## config.mk

```make
export PLATFORM = sky130hd
export DESIGN_NAME = pipe_mem_stage
export DESIGN_NICKNAME = d
export VERILOG_FILES = /design/src/rtl/ma_pkg.sv /design/src/rtl/ma_load_align.sv /design/src/rtl/pipe_mem_stage.sv
export SDC_FILE = /design/constraint.sdc
export NUM_CORES = 1
export LEC_CHECK = 0
export ABC_AREA = 1
export CORE_AREA = 2 2 188 144
export CTS_CLUSTER_SIZE = 30
export DETAILED_ROUTE_END_ITERATION = 8
export DIE_AREA = 0 0 190 146
export MAX_ROUTING_LAYER = met4
export PLACE_DENSITY = 0.76
export SYNTH_ARGS = -nofsm -noshare
export SYNTH_HDL_FRONTEND = slang
export SYNTH_SLANG_ARGS = --single-unit
```

## constraint.sdc

```tcl
create_clock -name clk -period 5.04 [get_ports clk]
set_input_delay 0.504 -clock clk [delete_from_list [all_inputs] [get_ports clk]]
set_output_delay 0.504 -clock clk [all_outputs]
set_load 0.01 [all_outputs]
```

## src/rtl/ma_pkg.sv

```systemverilog
// ma_pkg: shared encodings and helpers for the MIPS64 memory-access stage.
//   - rw_e operation encodings (MA_NONE / MA_ST / MA_LDS / MA_LDU)
//   - rw_len access-size encodings (LEN_B / LEN_H / LEN_W / LEN_D)
//   - MA stage state enum (IDLE / REQ / WAIT / OUT)
//   - small helpers used when decoding an incoming transaction
package ma_pkg;

  typedef enum logic [1:0] {
    MA_NONE = 2'b00,
    MA_ST   = 2'b01,
    MA_LDS  = 2'b10,
    MA_LDU  = 2'b11
  } ma_rw_e;

  typedef enum logic [1:0] {
    LEN_B = 2'b00,
    LEN_H = 2'b01,
    LEN_W = 2'b10,
    LEN_D = 2'b11
  } ma_len_e;

  typedef enum logic [1:0] {
    IDLE = 2'b00,
    REQ  = 2'b01,
    WAIT = 2'b10,
    OUT  = 2'b11
  } ma_state_e;

  // Both load encodings have the upper bit set.
  function automatic logic is_load(input ma_rw_e op);
    return op[1];
  endfunction

  // A 32-bit bus cannot carry a double; such accesses degrade to a word.
  function automatic ma_len_e clamp_len(input ma_len_e len, input int data_l);
    if (data_l == 32 && len == LEN_D) return LEN_W;
    return len;
  endfunction

endpackage

```

## src/rtl/ma_load_align.sv

```systemverilog
// ma_load_align: combinational lane steering for the memory-access stage.
// Parameter: DATA_L - bus width in bits (32 or 64).
// Ports:
//   off       in  byte offset of the access within the bus word
//   len       in  access size (byte/half/word/double)
//   is_signed in  sign-extend the extracted load value
//   st_data   in  right-aligned store data
//   rd_data   in  full-bus load data from memory
//   be        out byte enables for the access
//   wdata     out store data shifted into its byte lanes
//   ld_data   out extracted, extended load result
module ma_load_align
  import ma_pkg::*;
#(
  parameter int DATA_L = 64
) (
  input  logic [$clog2(DATA_L/8)-1:0] off,
  input  ma_len_e                     len,
  input  logic                        is_signed,
  input  logic [DATA_L-1:0]           st_data,
  input  logic [DATA_L-1:0]           rd_data,
  output logic [DATA_L/8-1:0]         be,
  output logic [DATA_L-1:0]           wdata,
  output logic [DATA_L-1:0]           ld_data
);

  localparam int BE_L = DATA_L / 8;

  logic [DATA_L-1:0] shifted;
  logic [DATA_L-1:0] mask;
  logic [BE_L-1:0]   be_base;
  logic              sign_bit;

  // mask keeps the bytes of the access; everything above it is filled with
  // either zeros or copies of the access's top bit.
  always_comb begin
    shifted  = rd_data >> {off, 3'b000};
    mask     = '1;
    be_base  = '1;
    sign_bit = shifted[DATA_L-1];
    case (len)
      LEN_B: begin
        mask     = DATA_L'(8'hFF);
        be_base  = BE_L'(1'b1);
        sign_bit = shifted[7];
      end
      LEN_H: begin
        mask     = DATA_L'(16'hFFFF);
        be_base  = BE_L'(2'b11);
        sign_bit = shifted[15];
      end
      LEN_W: begin
        mask     = DATA_L'(32'hFFFF_FFFF);
        be_base  = BE_L'(4'hF);
        sign_bit = shifted[31];
      end
      LEN_D: begin
        mask     = '1;
        be_base  = '1;
        sign_bit = shifted[DATA_L-1];
      end
    endcase
    ld_data = (shifted & mask) | ((is_signed && sign_bit) ? ~mask : '0);
    be      = be_base << off;
    wdata   = st_data << {off, 3'b000};
  end

endmodule

```

## src/rtl/pipe_mem_stage.sv

```systemverilog
// pipe_mem_stage: MIPS64 memory-access pipeline stage between EX and WB.
// Valid/ready handshake upstream (EX) and downstream (WB), variable-latency
// request/grant/response memory port, byte..double accesses with byte
// enables and signed/unsigned load extension.
// Parameters: DATA_L (bus width, 32/64), MADDR_L (byte address width),
//             RIDX_L (register index width).
// Ports:
//   clk, rst                       clock, asynchronous active-high reset
//   up_valid/up_ready              EX handshake
//   rw_e, rw_len, rd, ex_ans,
//   ex_din, ex_wb_e                transaction fields from EX
//   mem_req/we/addr/be/wdata       memory request (held until mem_gnt)
//   mem_gnt, mem_rvalid, mem_rdata memory grant and load response
//   down_valid/down_ready          WB handshake
//   wb_e, wb_idx, wb_out           writeback result
//   misalign                       misaligned-access flag
// Build option: define MA_MISALIGN_EN to trap misaligned memory ops instead
// of forcing natural alignment; otherwise misalign is tied low.
module pipe_mem_stage
  import ma_pkg::*;
#(
  parameter int DATA_L  = 64,
  parameter int MADDR_L = 32,
  parameter int RIDX_L  = 5
) (
  input  logic                clk,
  input  logic                rst,
  input  logic                up_valid,
  output logic                up_ready,
  input  logic [1:0]          rw_e,
  input  logic [1:0]          rw_len,
  input  logic [RIDX_L-1:0]   rd,
  input  logic [MADDR_L-1:0]  ex_ans,
  input  logic [DATA_L-1:0]   ex_din,
  input  logic                ex_wb_e,
  output logic                mem_req,
  output logic                mem_we,
  output logic [MADDR_L-1:0]  mem_addr,
  output logic [DATA_L/8-1:0] mem_be,
  output logic [DATA_L-1:0]   mem_wdata,
  input  logic                mem_gnt,
  input  logic                mem_rvalid,
  input  logic [DATA_L-1:0]   mem_rdata,
  output logic                down_valid,
  input  logic                down_ready,
  output logic                wb_e,
  output logic [RIDX_L-1:0]   wb_idx,
  output logic [DATA_L-1:0]   wb_out,
  output logic                misalign
);

  localparam int BE_L  = DATA_L / 8;
  localparam int OFF_L = $clog2(BE_L);

  ma_state_e          state_q, state_d;
  logic               mem_we_q, mem_we_d;
  logic [MADDR_L-1:0] mem_addr_q, mem_addr_d;
  logic [BE_L-1:0]    mem_be_q, mem_be_d;
  logic [DATA_L-1:0]  mem_wdata_q, mem_wdata_d;
  logic               wb_e_q, wb_e_d;
  logic [RIDX_L-1:0]  wb_idx_q, wb_idx_d;
  logic [DATA_L-1:0]  wb_out_q, wb_out_d;
  logic [OFF_L-1:0]   off_q, off_d;
  ma_len_e            len_q, len_d;
  logic               sign_q, sign_d;
  logic               load_q, load_d;
  logic               ex_wb_e_q, ex_wb_e_d;

  ma_rw_e             op_in;
  ma_len_e            len_in;
  logic [OFF_L-1:0]   off_in;
  logic [OFF_L-1:0]   align_mask;
  logic [OFF_L-1:0]   off_fix;

  logic [OFF_L-1:0]   la_off;
  ma_len_e            la_len;
  logic [BE_L-1:0]    la_be;
  logic [DATA_L-1:0]  la_wdata;
  logic [DATA_L-1:0]  la_ld;

`ifdef MA_MISALIGN_EN
  logic               misalign_q, misalign_d;
  logic               misaligned;
`endif

  assign op_in  = ma_rw_e'(rw_e);
  assign len_in = clamp_len(ma_len_e'(rw_len), DATA_L);
  assign off_in = ex_ans[OFF_L-1:0];

  // Offset bits that must be zero for a naturally aligned access of this size.
  always_comb begin
    align_mask = '0;
    case (len_in)
      LEN_B: align_mask = '0;
      LEN_H: align_mask = OFF_L'(1);
      LEN_W: align_mask = OFF_L'(3);
      LEN_D: align_mask = OFF_L'(7);
    endcase
  end

  assign off_fix = off_in & ~align_mask;

`ifdef MA_MISALIGN_EN
  assign misaligned = |(off_in & align_mask);
`endif

  // In IDLE the aligner builds the request from live EX inputs; afterwards it
  // extracts load data using the geometry captured at accept.
  assign la_off = (state_q == IDLE) ? off_fix : off_q;
  assign la_len = (state_q == IDLE) ? len_in  : len_q;

  ma_load_align #(.DATA_L(DATA_L)) u_align (
    .off       (la_off),
    .len       (la_len),
    .is_signed (sign_q),
    .st_data   (ex_din),
    .rd_data   (mem_rdata),
    .be        (la_be),
    .wdata     (la_wdata),
    .ld_data   (la_ld)
  );

  always_comb begin
    state_d     = state_q;
    mem_we_d    = mem_we_q;
    mem_addr_d  = mem_addr_q;
    mem_be_d    = mem_be_q;
    mem_wdata_d = mem_wdata_q;
    wb_e_d      = wb_e_q;
    wb_idx_d    = wb_idx_q;
    wb_out_d    = wb_out_q;
    off_d       = off_q;
    len_d       = len_q;
    sign_d      = sign_q;
    load_d      = load_q;
    ex_wb_e_d   = ex_wb_e_q;
`ifdef MA_MISALIGN_EN
    misalign_d  = misalign_q;
`endif
    case (state_q)
      IDLE: begin
        if (up_valid) begin
          wb_idx_d  = rd;
          ex_wb_e_d = ex_wb_e;
          off_d     = off_fix;
          len_d     = len_in;
          sign_d    = (op_in == MA_LDS);
          load_d    = is_load(op_in);
          if (op_in == MA_NONE) begin
            wb_out_d = DATA_L'(ex_ans);
            wb_e_d   = ex_wb_e;
            state_d  = OUT;
          end
`ifdef MA_MISALIGN_EN
          else if (misaligned) begin
            wb_out_d   = DATA_L'(ex_ans);
            wb_e_d     = 1'b0;
            misalign_d = 1'b1;
            state_d    = OUT;
          end
`endif
          else begin
            mem_we_d    = (op_in == MA_ST);
            mem_addr_d  = {ex_ans[MADDR_L-1:OFF_L], {OFF_L{1'b0}}};
            mem_be_d    = la_be;
            mem_wdata_d = la_wdata;
            state_d     = REQ;
          end
        end
      end
      REQ: begin
        if (mem_gnt) begin
          if (!load_q) begin
            wb_e_d  = 1'b0;
            state_d = OUT;
          end else if (mem_rvalid) begin
            // Response can come back in the same cycle as the grant.
            wb_out_d = la_ld;
            wb_e_d   = ex_wb_e_q;
            state_d  = OUT;
          end else begin
            state_d = WAIT;
          end
        end
      end
      WAIT: begin
        if (mem_rvalid) begin
          wb_out_d = la_ld;
          wb_e_d   = ex_wb_e_q;
          state_d  = OUT;
        end
      end
      OUT: begin
        if (down_ready) begin
          state_d = IDLE;
`ifdef MA_MISALIGN_EN
          misalign_d = 1'b0;
`endif
        end
      end
      default: state_d = IDLE;
    endcase
  end

  always_ff @(posedge clk or posedge rst) begin
    if (rst) begin
      state_q     <= IDLE;
      mem_we_q    <= 1'b0;
      mem_addr_q  <= '0;
      mem_be_q    <= '0;
      mem_wdata_q <= '0;
      wb_e_q      <= 1'b0;
      wb_idx_q    <= '0;
      wb_out_q    <= '0;
      off_q       <= '0;
      len_q       <= LEN_B;
      sign_q      <= 1'b0;
      load_q      <= 1'b0;
      ex_wb_e_q   <= 1'b0;
    end else begin
      state_q     <= state_d;
      mem_we_q    <= mem_we_d;
      mem_addr_q  <= mem_addr_d;
      mem_be_q    <= mem_be_d;
      mem_wdata_q <= mem_wdata_d;
      wb_e_q      <= wb_e_d;
      wb_idx_q    <= wb_idx_d;
      wb_out_q    <= wb_out_d;
      off_q       <= off_d;
      len_q       <= len_d;
      sign_q      <= sign_d;
      load_q      <= load_d;
      ex_wb_e_q   <= ex_wb_e_d;
    end
  end

`ifdef MA_MISALIGN_EN
  always_ff @(posedge clk or posedge rst) begin
    if (rst) misalign_q <= 1'b0;
    else     misalign_q <= misalign_d;
  end
  assign misalign = misalign_q;
`else
  assign misalign = 1'b0;
`endif

  assign up_ready   = (state_q == IDLE);
  assign mem_req    = (state_q == REQ);
  assign down_valid = (state_q == OUT);
  assign mem_we     = mem_we_q;
  assign mem_addr   = mem_addr_q;
  assign mem_be     = mem_be_q;
  assign mem_wdata  = mem_wdata_q;
  assign wb_e       = wb_e_q;
  assign wb_idx     = wb_idx_q;
  assign wb_out     = wb_out_q;

endmodule

```

==> metrics.yaml, run 1 <==
run_status:
  outcome: "finished, final reports clean"
die:
  dieHeight_um: 146
  io-pin-count: 355
  core_um2: 25700
  fp.dieW_um: 190
  rows: 51
  initial_core_util: 0.426
  dieArea_um2: 27700
power:
  p_leak_uw: 0.00680
  p_sw_uw: 5430
  seqPwrFrac: 0.230
  p_comb_frac: 0.645
  sw_frac_of_total: 0.507
  p_int_uw: 5280
  p_per_area_nw_per_um2: 710
  clockPowerShare: 0.125
  ir_worst_vdd_uv: 467
timing:
  fin_tns_setup_ps: 0
  max_freq_mhz: 269
  tightest_slew_ps: 1150
  min_period_ps: 3710
  hold-worst-slack_ps: 483
  skew_ps: 17.9
  period_share: 0.737
  hold_viol: 0
  setup_violations: 0
  rsz0062_at_grt: "false"
  slew_headroom: 0.232
  finalMaxSlewViolations: 0
layout:
  area_growth_pct: 37.5
  layout-drive-gt1-share: 0.0676
  fin_cells: 2141
  fin_nets: 1959
detailed_routing:
  drc: 0
  drtIter0Drc: 1208
  antenna_left: 0
  wirelength_um: 44300
  vias_per_cell: 5.56
  vias: 11900
  dr.pass1.iters: 5
  routedWlPerCell_um: 20.7
critical_path:
  end_kind: "flop"
  cp_max_fo: 75
  r2r_cells: 14
  cpPeakStageDelay_ps: 550
  worstPathArrival_ps: 4040
  cpMaxStageDelayCell: "nand2_4"
  path_delay_family: "simple AND/OR/NAND/NOR gates"
  start_kind: "flop"
  path_class: "reg2reg"
  path_buf_inv: 4
  path_depth: 14
  critPathRequiredTime_ps: 5360
  crit_start: "state_q[0]"
  crit_chain: "inv_1 > ha_1 > inv_2 > nor2_4 > nand2_4 > nand2_4 > inv_2 > buf_4 > o21ai_0 > a21oi_1 > a21oi_1 > nand2_1 > nand2_1 > nand2_1"
  crit_top_cell: "nand2_1"
  timing.rr.start: "state_q[0]"
grt:
  grt_use_met3: 0.0912
  met1_usage: 0.452
  antenna_found_initial: 5
  grt_pass1_wl_um: 67500
  grt_usage: 0.327
  grt-ovfl-total: 0
  grt-busiest-layer: "met2"
  grt_pass1_vias: 11300
  use_met2: 0.469
  grt_max_degree: 113
synthesis:
  ys_seq_elements: 182
  syn_inst: 1498
  synth_area_um2: 11000
  synth_warnings: 0
  syn_area_per_cell_um2: 7.32
  ys_async_sr_fraction: 1.00
  synth-seq-area-share: 0.415
  synth_top_flop_cell: "dfrtp_1"
  synth_edf_count: 0
  yosys-top-cells-area: "dfrtp_1 (42%), nand2_1 (16%), o21ai_0 (11%), inv_1 (3.7%), nand3_2 (3.1%)"
  yosysTopAreaCell: "dfrtp_1"
  yosys.area.top_type_share: 0.415
  ys_types: 46
hold_path:
  min_path_cells: 2
  worstHoldStart: "wb_idx[4]"
  hold_class: "reg2reg"
placement:
  gp_congestion: 0.988
  place.port_buffers: 350
  dp.cells: 2103
  dp_hpwl_um: 32900
clocking:
  cts_resized: 0
  cts-root-buf: "clkbuf_16"
  clk_pin_slew_ps: 70
  cts_buffer_depth: 2
  cts_inserted_buffers: 17
  cts_num_sinks: 182
  cts_tree: "yes"
  ctsHoldBuffers: 0
  htree_levels: 4
  clk_latency_ps: 450
  post-cts-setup-buffers: 0
flow_run:
  max_cap_viol_count: 0
## flip-flops by register name (all words and copies together) (netlist names)
| register | count |
|---|---|
| load_q | 1 |
| state_q | 2 |
| wb_out | 64 |
| wb_idx | 5 |
| mem_be | 8 |
| sign_q | 1 |
| ex_wb_e_q | 1 |
| len_q | 2 |
| mem_addr | 29 |
| wb_e | 1 |
| off_q | 3 |
| mem_we | 1 |
| mem_wdata | 64 |
## power by group through the flow
stage	Sequential [µW]	Combinational (µW)	Clock, µW
global route	2540	7470	1420
global placement	2470	6710	0
detailed placement	2480	6770	0
CTS	2460	6800	1350
floorplan	2700	3920	0
finish	2470	6900	1340
## metrics by stage
step / instance area [µm²] / power [µW] / util / worst slack, ps
floorplan: 11000 / 6630 / - / 2200
global placement: 14500 / 9180 / 0.564 / 1500
detailed placement: 14500 / 9250 / 0.564 / 1450
CTS: 15100 / 10600 / 0.586 / 1420
global route: 15100 / 11400 / 0.586 / 1140
finish: 15100 / 10700 / 0.586 / 1330
## final cells by class
type | instances | area (µm²)
Clock inverter | 14 | 136
Fill cell | 2363 | 10600
Inverter | 118 | 447
Timing Repair Buffer | 367 | 3640
Multi-Input combinational cell | 1092 | 5420
Tap cell | 344 | 430
Antenna cell | 6 | 15.0
Clock buffer | 18 | 429
Sequential cell | 182 | 4550
## layout by cell type, fill, tap and decap left out, types with 8 or more instances in the layout
cell and n:
nand2_1 468, clkdlybuf4s50_1 350, o21ai_0 242, dfrtp_1 182, inv_1 107, nor2_1 67, a21oi_1 65, nand3_1 54
nand3_2 34, o211ai_1 25, o22ai_1 25, a22o_1 20, clkbuf_16 17, buf_4 16, inv_2 9, o21ai_1 8
o22a_1 8
## worst register-to-register path, delay by kind of cell (launching register included)
family	cells	cell delay [ps]
compound gates	3	870
fa+ha+maj	1	480
buf+inv	4	800
flops	1	400
simple gates	6	1050
## Yosys cell counts (9+ instances only)
cell type and number:
a21oi_1 65, a22o_1 20, buf_2 34, buf_4 10, clkbuf_1 57, dfrtp_1 182, inv_1 108, inv_2 9
nand2_1 469, nand3_1 54, nand3_2 34, nor2_1 67, o211ai_1 25, o21ai_0 242, o22ai_1 25
## routing by layer
layer  up-vias  wire length, µm
met4         0             1040
met3        70             4930
li1       5518                -
met2       654            19000
met1      5671            19400
met5         -                0
## kinds of logic (layout without fill, tap and decap cells)
group	count (synthesis)	count (layout)	share of synthesized area
simple gates	663	663	0.267
compound gates	414	414	0.214
buf+inv	227	517	0.0922
flops	182	182	0.415
mux	6	6	0.00548
fa+ha+maj	5	5	0.00571
other cells	1	10	0.000342
## path summary, 6_finish.rpt
check,slack [ps],end
max,1330,wb_out[17]
min,480,wb_idx[4]
max reg2reg,1330,wb_out[17]
min reg2reg,480,wb_idx[4]
max in group asynchronous,3640,mem_addr[9]
min in group asynchronous,510,mem_wdata[58]
Note: power is estimated with default switching activity, not from simulation.
==> run 2, diff against run 1 <==
--- a/config.mk
+++ b/config.mk
@@ -6,12 +6,12 @@
 export NUM_CORES = 1
 export LEC_CHECK = 0
 export ABC_AREA = 1
-export CORE_AREA = 2 2 188 144
+export CORE_AREA = 2 2 180 138
 export CTS_CLUSTER_SIZE = 30
 export DETAILED_ROUTE_END_ITERATION = 8
-export DIE_AREA = 0 0 190 146
+export DIE_AREA = 0 0 182 140
 export MAX_ROUTING_LAYER = met4
-export PLACE_DENSITY = 0.76
+export PLACE_DENSITY = 0.79
 export SYNTH_ARGS = -nofsm -noshare
 export SYNTH_HDL_FRONTEND = slang
 export SYNTH_SLANG_ARGS = --single-unit
==> constraint.sdc (replaced) <==
create_clock -name clk -period 3.86 [get_ports clk]
set_input_delay 0.386 -clock clk [delete_from_list [all_inputs] [get_ports clk]]
set_output_delay 0.386 -clock clk [all_outputs]
set_load 0.01 [all_outputs]
==> metrics.yaml, run 2 (synthesized netlist as in run 1, its figures left out) <==
critical_path:
  worstPathArrival_ps: 3660
  path_class: "reg2reg"
  start_kind: "flop"
  end_kind: "flop"
  path_depth: 12
  crit_chain: "inv_1 > ha_1 > inv_2 > nand2_1 > nand2_4 > nor2_4 > inv_2 > o22ai_1 > o21ai_0 > nand3_1 > nand2_1 > nand2_1"
  critPathRequiredTime_ps: 4250
  cp_max_fo: 37
  path_buf_inv: 3
  crit_top_cell: "nand2_1"
  cpPeakStageDelay_ps: 540
  r2r_cells: 12
  path_delay_family: "simple AND/OR/NAND/NOR gates"
  cpMaxStageDelayCell: "nor2_4"
die:
  dieArea_um2: 25500
  rows: 49
  initial_core_util: 0.463
  dieHeight_um: 140
  io-pin-count: 355
  fp.dieW_um: 182
  core_um2: 23700
layout:
  fin_nets: 1976
  final_cell_mix: "nand2_1 (468), clkdlybuf4s50_1 (350), o21ai_0 (242)"
  layout-drive-gt1-share: 0.0769
  fill_cells: 2128
  area_growth_pct: 38.4
  layout.cells.most_common: "nand2_1"
power:
  p_per_area_nw_per_um2: 939
  ir_worst_vdd_uv: 559
  p_leak_uw: 0.00689
timing:
  tightest_slew_ps: 1010
  period_share: 0.847
  min_period_ps: 3270
  finalMaxSlewViolations: 0
  skew_ps: 12.8
  max_freq_mhz: 306
  rsz0062_at_grt: "false"
  fin_tns_setup_ps: 0
  setup_violations: 0
  slew_headroom: 0.328
  hold-worst-slack_ps: 413
  hold_viol: 0
placement:
  gp_congestion: 1.01
  place.port_buffers: 350
  dp_hpwl_um: 33600
clocking:
  cts_buffer_depth: 2
  clk_pin_slew_ps: 80
  cts-root-buf: "clkbuf_16"
  cts_tree: "yes"
  cts_inserted_buffers: 17
  ctsHoldBuffers: 0
  clk_latency_ps: 450
  htree_levels: 4
  cts_resized: 0
  post-cts-setup-buffers: 0
  cts_num_sinks: 182
grt:
  grt_pass1_wl_um: 67600
  grt_pass1_vias: 11300
  grt-ovfl-total: 0
  grt_usage: 0.359
  grt_max_degree: 109
  antenna_found_initial: 6
run_status:
  outcome: "finished, final reports clean"
detailed_routing:
  wirelength_um: 45000
  vias_per_cell: 5.74
  dr.pass1.iters: 6
  drtIter0Drc: 1725
  routedWlPerCell_um: 21.2
  antenna_left: 0
  drc: 0
  vias: 12200
hold_path:
  hold_class: "in2async"
flow_run:
  max_cap_viol_count: 0
run 2: changes by cell type in the layout (fill, tap and decap cells not counted):
| cell | previous run | this run |
|---|---|---|
| buf_12 | 1 | 2 |
| buf_4 | 16 | 32 |
| clkbuf_1 | 1 | 0 |
| clkinv_4 | 3 | 2 |
| clkbuf_8 | 0 | 1 |
| clkinvlp_4 | 4 | 3 |
| clkinv_2 | 0 | 1 |
| inv_6 | 3 | 4 |
run 2: final cells by class:
cell class	count	area, µm²	share of cell area
Clock buffer	18	439	0.0289
Tap cell	306	383	0.0252
Sequential cell	182	4550	0.300
Clock inverter	14	134	0.00882
Multi-Input combinational cell	1092	5420	0.357
Antenna cell	6	15.0	0.000989
Timing Repair Buffer	384	3780	0.249
Inverter	118	447	0.0294
run 2: power by group:
part           switching [µW]  internal, µW  leakage, µW
registers                 532          2750      0.00228
clock network             881           875     0.000278
logic                    5790          3420      0.00433
run 2: tightest hold or removal path, cell delays in order:
cell and delay [ps]:
clkdlybuf4s50_1 440, clkinvlp_4 100, buf_12 390
run 2: path summary, 6_finish.rpt:
path | from | slack [ps] | to
worst max-delay path | state_q[0] | 590 | wb_out[10]
worst min-delay path | rst | 410 | mem_wdata[44]
worst max register to register | state_q[0] | 590 | wb_out[10]
worst min register to register | wb_out[47] | 480 | wb_out[47]
max in group asynchronous | rst | 2540 | mem_addr[23]
min in group clk | rd[4] | 480 | wb_idx[4]
run 2: metrics by stage:
stage	setup slack [ps]	utilization	power (µW)	std cells	area, µm²
2_1_floorplan	1140	-	8650	1501	11000
3_3_place_gp	797	0.616	12200	2082	14600
3_5_place_dp	707	0.616	12200	2082	14600
4_1_cts	701	0.641	14000	2114	15200
5_1_grt	396	0.641	15100	2120	15200
6_report	591	0.641	14200	2120	15200
run 2: per-layer routing:
layer,GRT usage,routed length (µm),vias up
met5,-,0,-
met3,0.104,5420,82
met1,0.493,19000,5750
met4,0.110,1180,0
met2,0.513,19400,786
li1,-,-,5557
